## src/rtl/fb_mem_arbiter.sv

```systemverilog
// Shares one single-port frame-buffer RAM between VGA fetch (priority) and CPU load/store; grants are combinational, read data returns 1 cycle after grant.
// No backpressure on read returns. Optional CPU starvation guard: FB_ARB_STARVE_GUARD_EN.
module fb_mem_arbiter #(
    parameter int ADDR_W     = 16,
    parameter int DATA_W     = 8,
    parameter int STARVE_MAX = 4
) (
    input  logic              clk,
    input  logic              rst,
    input  logic              sel_bank,
    input  logic              frame_start,
    input  logic              vga_req,
    input  logic [ADDR_W-1:0] vga_addr,
    output logic              vga_gnt,
    output logic              vga_rvalid,
    output logic [DATA_W-1:0] vga_rdata,
    input  logic              cpu_req,
    input  logic              cpu_we,
    input  logic [ADDR_W:0]   cpu_addr,
    input  logic [DATA_W-1:0] cpu_wdata,
    output logic              cpu_gnt,
    output logic              cpu_rvalid,
    output logic [DATA_W-1:0] cpu_rdata,
    output logic [ADDR_W:0]   mem_addr,
    output logic              mem_we,
    output logic [DATA_W-1:0] mem_wdata,
    input  logic [DATA_W-1:0] mem_rdata,
    output logic              disp_bank
);

    localparam logic [3:0] LP_STARVE = 4'(STARVE_MAX);

    logic              w_vga_win;
    logic              w_cpu_win;
    logic              w_starved;
    logic              r_disp_bank;
    logic              r_tag_vga;
    logic              r_tag_cpu;
    logic [ADDR_W:0]   r_mem_addr;
    logic [DATA_W-1:0] r_mem_wdata;

`ifdef FB_ARB_STARVE_GUARD_EN
    logic [3:0] r_wait;

    assign w_starved = cpu_req && (r_wait == LP_STARVE);

    always_ff @(posedge clk or negedge rst) begin
        if (!rst) begin
            r_wait <= 4'd0;
        end else if (!cpu_req || w_cpu_win) begin
            r_wait <= 4'd0;
        end else if (r_wait != 4'hF) begin
            r_wait <= r_wait + 4'd1;
        end
    end
`else
    // Strict VGA priority: the CPU can never override, whatever STARVE_MAX is.
    assign w_starved = (LP_STARVE == 4'd0) && 1'b0;
`endif

    always_comb begin
        w_vga_win = 1'b0;
        w_cpu_win = 1'b0;
        if (rst) begin
            if (vga_req && !w_starved) begin
                w_vga_win = 1'b1;
            end else if (cpu_req) begin
                w_cpu_win = 1'b1;
            end
        end
    end

    assign vga_gnt   = w_vga_win;
    assign cpu_gnt   = w_cpu_win;
    assign mem_we    = w_cpu_win && cpu_we;
    assign mem_addr  = w_vga_win ? {r_disp_bank, vga_addr} :
                       w_cpu_win ? cpu_addr : r_mem_addr;
    assign mem_wdata = w_cpu_win ? cpu_wdata : r_mem_wdata;

    // RAM has one cycle of read latency, so the tag lines up with mem_rdata.
    assign vga_rvalid = r_tag_vga;
    assign cpu_rvalid = r_tag_cpu;
    assign vga_rdata  = mem_rdata;
    assign cpu_rdata  = mem_rdata;
    assign disp_bank  = r_disp_bank;

    always_ff @(posedge clk or negedge rst) begin
        if (!rst) begin
            r_mem_addr  <= '0;
            r_mem_wdata <= '0;
            r_tag_vga   <= 1'b0;
            r_tag_cpu   <= 1'b0;
            r_disp_bank <= 1'b0;
        end else begin
            r_mem_addr  <= mem_addr;
            r_mem_wdata <= mem_wdata;
            r_tag_vga   <= w_vga_win;
            r_tag_cpu   <= w_cpu_win && !cpu_we;
            // Bank only moves at a frame boundary so the picture never tears.
            if (frame_start) begin
                r_disp_bank <= sel_bank;
            end
        end
    end

endmodule

```

## config.mk

```make
export PLATFORM = sky130hd
export DESIGN_NAME = fb_mem_arbiter
export DESIGN_NICKNAME = d
export VERILOG_FILES = /design/src/rtl/fb_mem_arbiter.sv
export SDC_FILE = /design/constraint.sdc
export NUM_CORES = 1
export LEC_CHECK = 0
export ABC_CLOCK_PERIOD_IN_PS = 2400
export CAP_MARGIN = 25
export CORE_ASPECT_RATIO = 0.5
export CORE_MARGIN = 2
export CORE_UTILIZATION = 37
export DETAILED_ROUTE_END_ITERATION = 16
export PLACE_DENSITY = 0.87
export REMOVE_ABC_BUFFERS = 1
export SETUP_SLACK_MARGIN = 0.02
export SKIP_CTS_REPAIR_TIMING = 1
export SLEW_MARGIN = 30
export SYNTH_ARGS = -nofsm -noshare
export SYNTH_HDL_FRONTEND = slang
export SYNTH_SLANG_ARGS = --single-unit
```

## constraint.sdc

```tcl
create_clock -name clk -period 2.4 [get_ports clk]
set_input_delay 0.36 -clock clk [delete_from_list [all_inputs] [get_ports clk]]
set_output_delay 0.36 -clock clk [all_outputs]
set_load 0.005 [all_outputs]
```

==> results.md <==
- Metal2 WL: approximately 2400 µm
- Fraction of layout cells with a size suffix above 1: 16.2%
- Number of remaining DRC errors: 0
- Clk slew on worst S/H paths: 0.09 ns
- Buffers on Ports: 78
- Hold WS: between 0.06 and 0.07 ns
- Slowest cell delay on critical path: around 0.62 ns
- Final nets: 273
- Final worst path period share: between 90% and 100%
- CTS Buffer Depth: 2
- Congestion Overflow GR: 0
- WL met1: 1750 µm
- CP top delay family: buffers and inverters
- Fin util: around 66%
- Top Layer Used: met4
- CP cell instances: dlymetal6s2s_1, buf_4, nor2b_1, a222oi_1, clkdlybuf4s50_1
- Final ANT Viol Nets: 0
- Via Count: about 1.4k
- Antenna diodes: 0
- P_leak: between 1 and 1.5 nW
- Hold crit path type: in -> async
- Synthesized flop and latch total: 28
- Slew Viols, Final: 0
- CP arrival: roughly 2.0 ns
- Core Rows: 15
- Post-synthesis average cell area: approximately 10 µm²
- Placer Congestion: 0.780
- CTS Root Cell: clkbuf_8
- Initial antenna violation count: 0
- Sequential area share after synthesis: approximately half
- Die Height: ~48 µm
- Skew final: roughly 0.00022 ns
- Die Width: between 90 and 100 µm
- Worst-path maximum fanout: 11
- Total power: between 1 and 1.5 mW
- Fin crit period: 2.36 ns
- Top cell type by total area after synthesis: dfrtp_1
- CTS tree: yes
- Worst setup SP type: primary input
- Max frequency: between 400 and 500 MHz
- Drt pass-1 iters: 5
- Share of the synthesized area in the top cell type: 49.0%
- Post-Synthesis Cells: 137
- H-Tree Depth: 1
- Vias in the first global route: 1357
- CTS Buf Count: 3
- Drt total wl: between 4000 and 5000 µm
- Dpl cells: 255
- Max_cap viols: 0
- Worst Path Buf+Inv: 3
- DRT iter0 DRCs: approximately 170
- Via-per-instance ratio: 5.07
- Relative slew slack: 68.2%
- Crit end category: primary output
- Layout Cells excl Fill: between 200 and 300
- Power per Cell Area: between 500 and 600 nW/µm²
- HPWL after DPL: roughly 3200 µm
- Setup TNS: 0 ns
- TritonCTS Sinks: 28
- Largest net degree at the start of global routing: 21
- Die area: between 4000 and 5000 µm²
- All-Layer GR Usage: around a fifth
- IR drop worst, VDD: around 0.43 mV
- Ranking of synthesized cells by area: dfrtp_1 49%, a222oi_1 12%, inv_1 9.2%
- Post-DR wirelength/cell: ~17 µm
- Slowest CP cell: clkdlybuf4s50_1
- First-pass GRT wire length: around 6500 µm
- Crit path kind: in -> out
- Mapped cell area: between 1000 and 1500 µm²
- Syn-to-layout area delta: 65.7%
- Clk_lat worst skew: 0.27 ns
- Final hold violations: 0
- Slew of the pin with the lowest slew margin: between 0.4 and 0.5 ns
- Post-synth cell types: 17
- Synthesis Warnings: 0
- Starting Density: 40.1%
- Status: finished, final reports clean
- Core ar.: between 3000 and 4000 µm²
- CP required: about 2.0 ns
- Finish-stage setup viols: 0
- Met3 wire length: 315 µm
- I/O pin total: roughly 100
-- per-layer routing --
metal	global-route usage [%]	vias to the layer above
met2	37.8	80
li1	-	592
met3	6.14	6
met5	0	-
met1	21.8	677
met4	7.16	0
-- Yosys cell counts --
cell type and n:
nand2_1 1, buf_8 1, buf_6 2, and2_4 1, nor2b_1 18, a222oi_1 17
nand3b_1 1, buf_4 16, nor2_1 1, and3_1 1, o21ai_0 1, o21ai_2 1
clkbuf_1 1, buf_2 4, dfrtp_1 28, inv_1 35, mux2_2 8
-- per-stage QoR --
stage / instance area (µm²) / setup slack, ns
2_1_floorplan: 1250 / 0.788
3_3_place_gp: 2190 / -0.203
3_5_place_dp: 2190 / -0.259
4_1_cts: 2260 / -0.283
5_1_grt: 2370 / -0.0239
6_report: 2370 / 0.0405
-- cells in the final DEF (no fill, tap or decap), types with 2 or more instances in the layout --
cell type | Yosys | final
a222oi_1 | 17 | 17
buf_4 | 16 | 18
buf_6 | 2 | 2
clkbuf_8 | 0 | 3
clkdlybuf4s50_1 | 0 | 64
dfrtp_1 | 28 | 28
dlymetal6s2s_1 | 0 | 14
inv_1 | 35 | 35
mux2_2 | 8 | 8
nor2b_1 | 18 | 18
-- report_power, final --
group | internal, mW | switching (mW) | total, mW
Clock | 0.223 | 0.145 | 0.369
Combinational | 0.268 | 0.154 | 0.421
Sequential | 0.536 | 0.0183 | 0.554
-- kinds of logic (layout without fill, tap and decap cells) --
family | count (synthesis) | after routing | synth area share (%)
muxes | 8 | 8 | 6.30
AOI/OAI and AO/OA | 19 | 19 | 12.9
DFF | 28 | 28 | 49.0
buffers and inverters | 59 | 138 | 21.9
and+or+nand+nor | 23 | 23 | 9.97
-- worst reg2reg max path, stage by stage (launching register included) --
cell and delay [ns]:
dfrtp_1 0.36, inv_1 0.06, a222oi_1 0.43, buf_4 0.19, buf_4 0.09
-- registers in the layout, summed over array words and instances, names as in the netlist --
register	flops
cpu_rvalid	1
disp_bank	1
r_mem_addr	17
r_mem_wdata	8
vga_rvalid	1
-- final cells by class --
| cell class | count | area (µm²) |
|---|---|---|
| tap | 51 | 63.8 |
| timing repair buffer | 99 | 978 |
| clock inverter | 1 | 30.0 |
| inverter | 35 | 131 |
| sequential | 28 | 701 |
| fill | 249 | 1200 |
| clock buffer | 3 | 41.3 |
| multi-input combinational | 50 | 424 |
-- final timing paths --
kind                                startpoint             end  slack (ns)  cells after the start
worst max register to register       disp_bank  r_mem_addr[16]        1.23                      4
max in group asynchronous                  rst      vga_rvalid        1.91                      3
worst min register to register  r_mem_wdata[6]  r_mem_wdata[6]        0.50                      1
worst min-delay path                       rst  r_mem_wdata[4]        0.07                      2
min in group clk                r_mem_wdata[6]  r_mem_wdata[6]        0.50                      1
worst max-delay path                   cpu_req    mem_addr[11]        0.04                      5
No activity file was read; power rests on OpenSTA's default activity.
==> RTL change: new RTL, same flow settings <==
Build with the macro `FB_ARB_STARVE_GUARD_EN` defined.
--- a/src/rtl/fb_mem_arbiter.sv
+++ b/src/rtl/fb_mem_arbiter.sv
@@ -1,4 +1,6 @@
 // Shares one single-port frame-buffer RAM between VGA fetch (priority) and CPU load/store; grants are combinational, read data returns 1 cycle after grant.
 // No backpressure on read returns. Optional CPU starvation guard: FB_ARB_STARVE_GUARD_EN.
+`define FB_ARB_STARVE_GUARD_EN
+
 module fb_mem_arbiter #(
     parameter int ADDR_W     = 16,
Function: changed (Yosys sat finds a counterexample within 10 cycles, from zero or initial values and one cycle with rst low).
==> RTL change against the unedited design <==
The run now ends with negative setup slack left. Final area is 26% higher. Worst setup slack got worse by 0.36 ns. Wire length rose by 43%. Power grew 29%. Non-clock buffer count up 15. Die area up 21%. Synthesized area increased by 22%. Sequential cell count grew 4. Largest cell class unchanged. Largest power group unchanged.
==> RTL change: results (changes against the unedited design) <==
* Status: complete, but fails checks (was completed)
* Failing checks: negative setup slack
* Latest clock arrival within the worst-skew pair at 0.29 ns (was 0.27 ns)
* Reg2Reg Launch Point: r_wait[0] (was disp_bank)
* WHS at 0.4500 ns (was 0.06809 ns)
* Setup violators final at 13 (was 0)
* CP arrival at 2.36 ns (was 2.00 ns)
* Post-layout util at 66.67% (was 66.46%)
* FF-to-FF path depth at 9 (was 4)
* Largest registers: r_mem_addr x17, r_mem_wdata x8, r_wait x4 (was r_mem_addr x17, r_mem_wdata x8)
* Sequential share of cell area at 26.89% (was 29.57%)
* Clk_skew at 0.005275 ns (was 0.0002173 ns)
* Total power at 1.734 mW (was 1.344 mW)
* Final GP Congestion at 0.7684 (was 0.7804)
* Wire length per cell at 21.62 um (was 16.95 um)
* NumNets Final at 300 (was 273)
* Count of non-CTS inverters in the layout at 2 (was 35)
* Signal buf overhead at 38.32% (was 41.29%)
* R2r setup slk at 0.57 ns (was 1.23 ns)
* Maximum vdd drop at 0.0002748 V (was 0.0004300 V)
* Post-synthesis sequential area ratio at 45.88% (was 48.99%)
* Die area at 5316 um2 (was 4408 um2)
* Comb group at 0.521 mW (was 0.421 mW)
* Post-synth top cells: dfrtp_1 (32), a211oi_1 (17), buf_4 (17), o22ai_1 (17), o2bb2ai_1 (17) (was inv_1 (35), dfrtp_1 (28), nor2b_1 (18))
* Slew @ Worst Pin at 0.5319 ns (was 0.4749 ns)
* # fillers at 283 (was 249)
* Global Route Usage Sum at 19.72% (was 19.60%)
* Vias per cell at 5.760 (was 5.075)
* Worst-path clk slew at 0.07 ns (was 0.09 ns)
* Leak at 1.331 nW (was 1.211 nW)
* Worst setup margin at -0.3220 ns (was 0.04049 ns)
* Distinct cells, synth at 32 (was 17)
* Number of global-route vias before repair at 1614 (was 1357)
* H-tree level count at 2 (was 1)
* Non-CTS buffers at 114 (was 99)
## RTL change: cells by family after synthesis
kind of cell	share of synthesized area, %
AND/OR/NAND/NOR	7.743
AO/OA/AOI/OAI	23.94
adder cells (fa/ha/maj)	1.433
multiplexers	7.885
XOR/XNOR	0.5019
flip-flops	45.88
buffers and inverters	12.62
## RTL change: routing by layer
| metal | wire length [um] | track usage (%) | vias to the layer above |
|---|---|---|---|
| li1 | - | - | 742 |
| met1 | 2590 | 21.30 | 848 |
| met2 | 3226 | 35.43 | 108 |
| met3 | 418 | 6.800 | 30 |
| met4 | 249 | 9.234 | 0 |
| met5 | 0 | 0 | - |
## RTL change: worst max-delay path, stage by stage (launching register included)
cell and delay [ns]:
dfrtp_1 0.38, inv_1 0.06, ha_2 0.21, and4b_1 0.28
buf_12 0.20, o22ai_1 0.11, o2bb2ai_1 0.26, clkdlybuf4s50_1 0.57
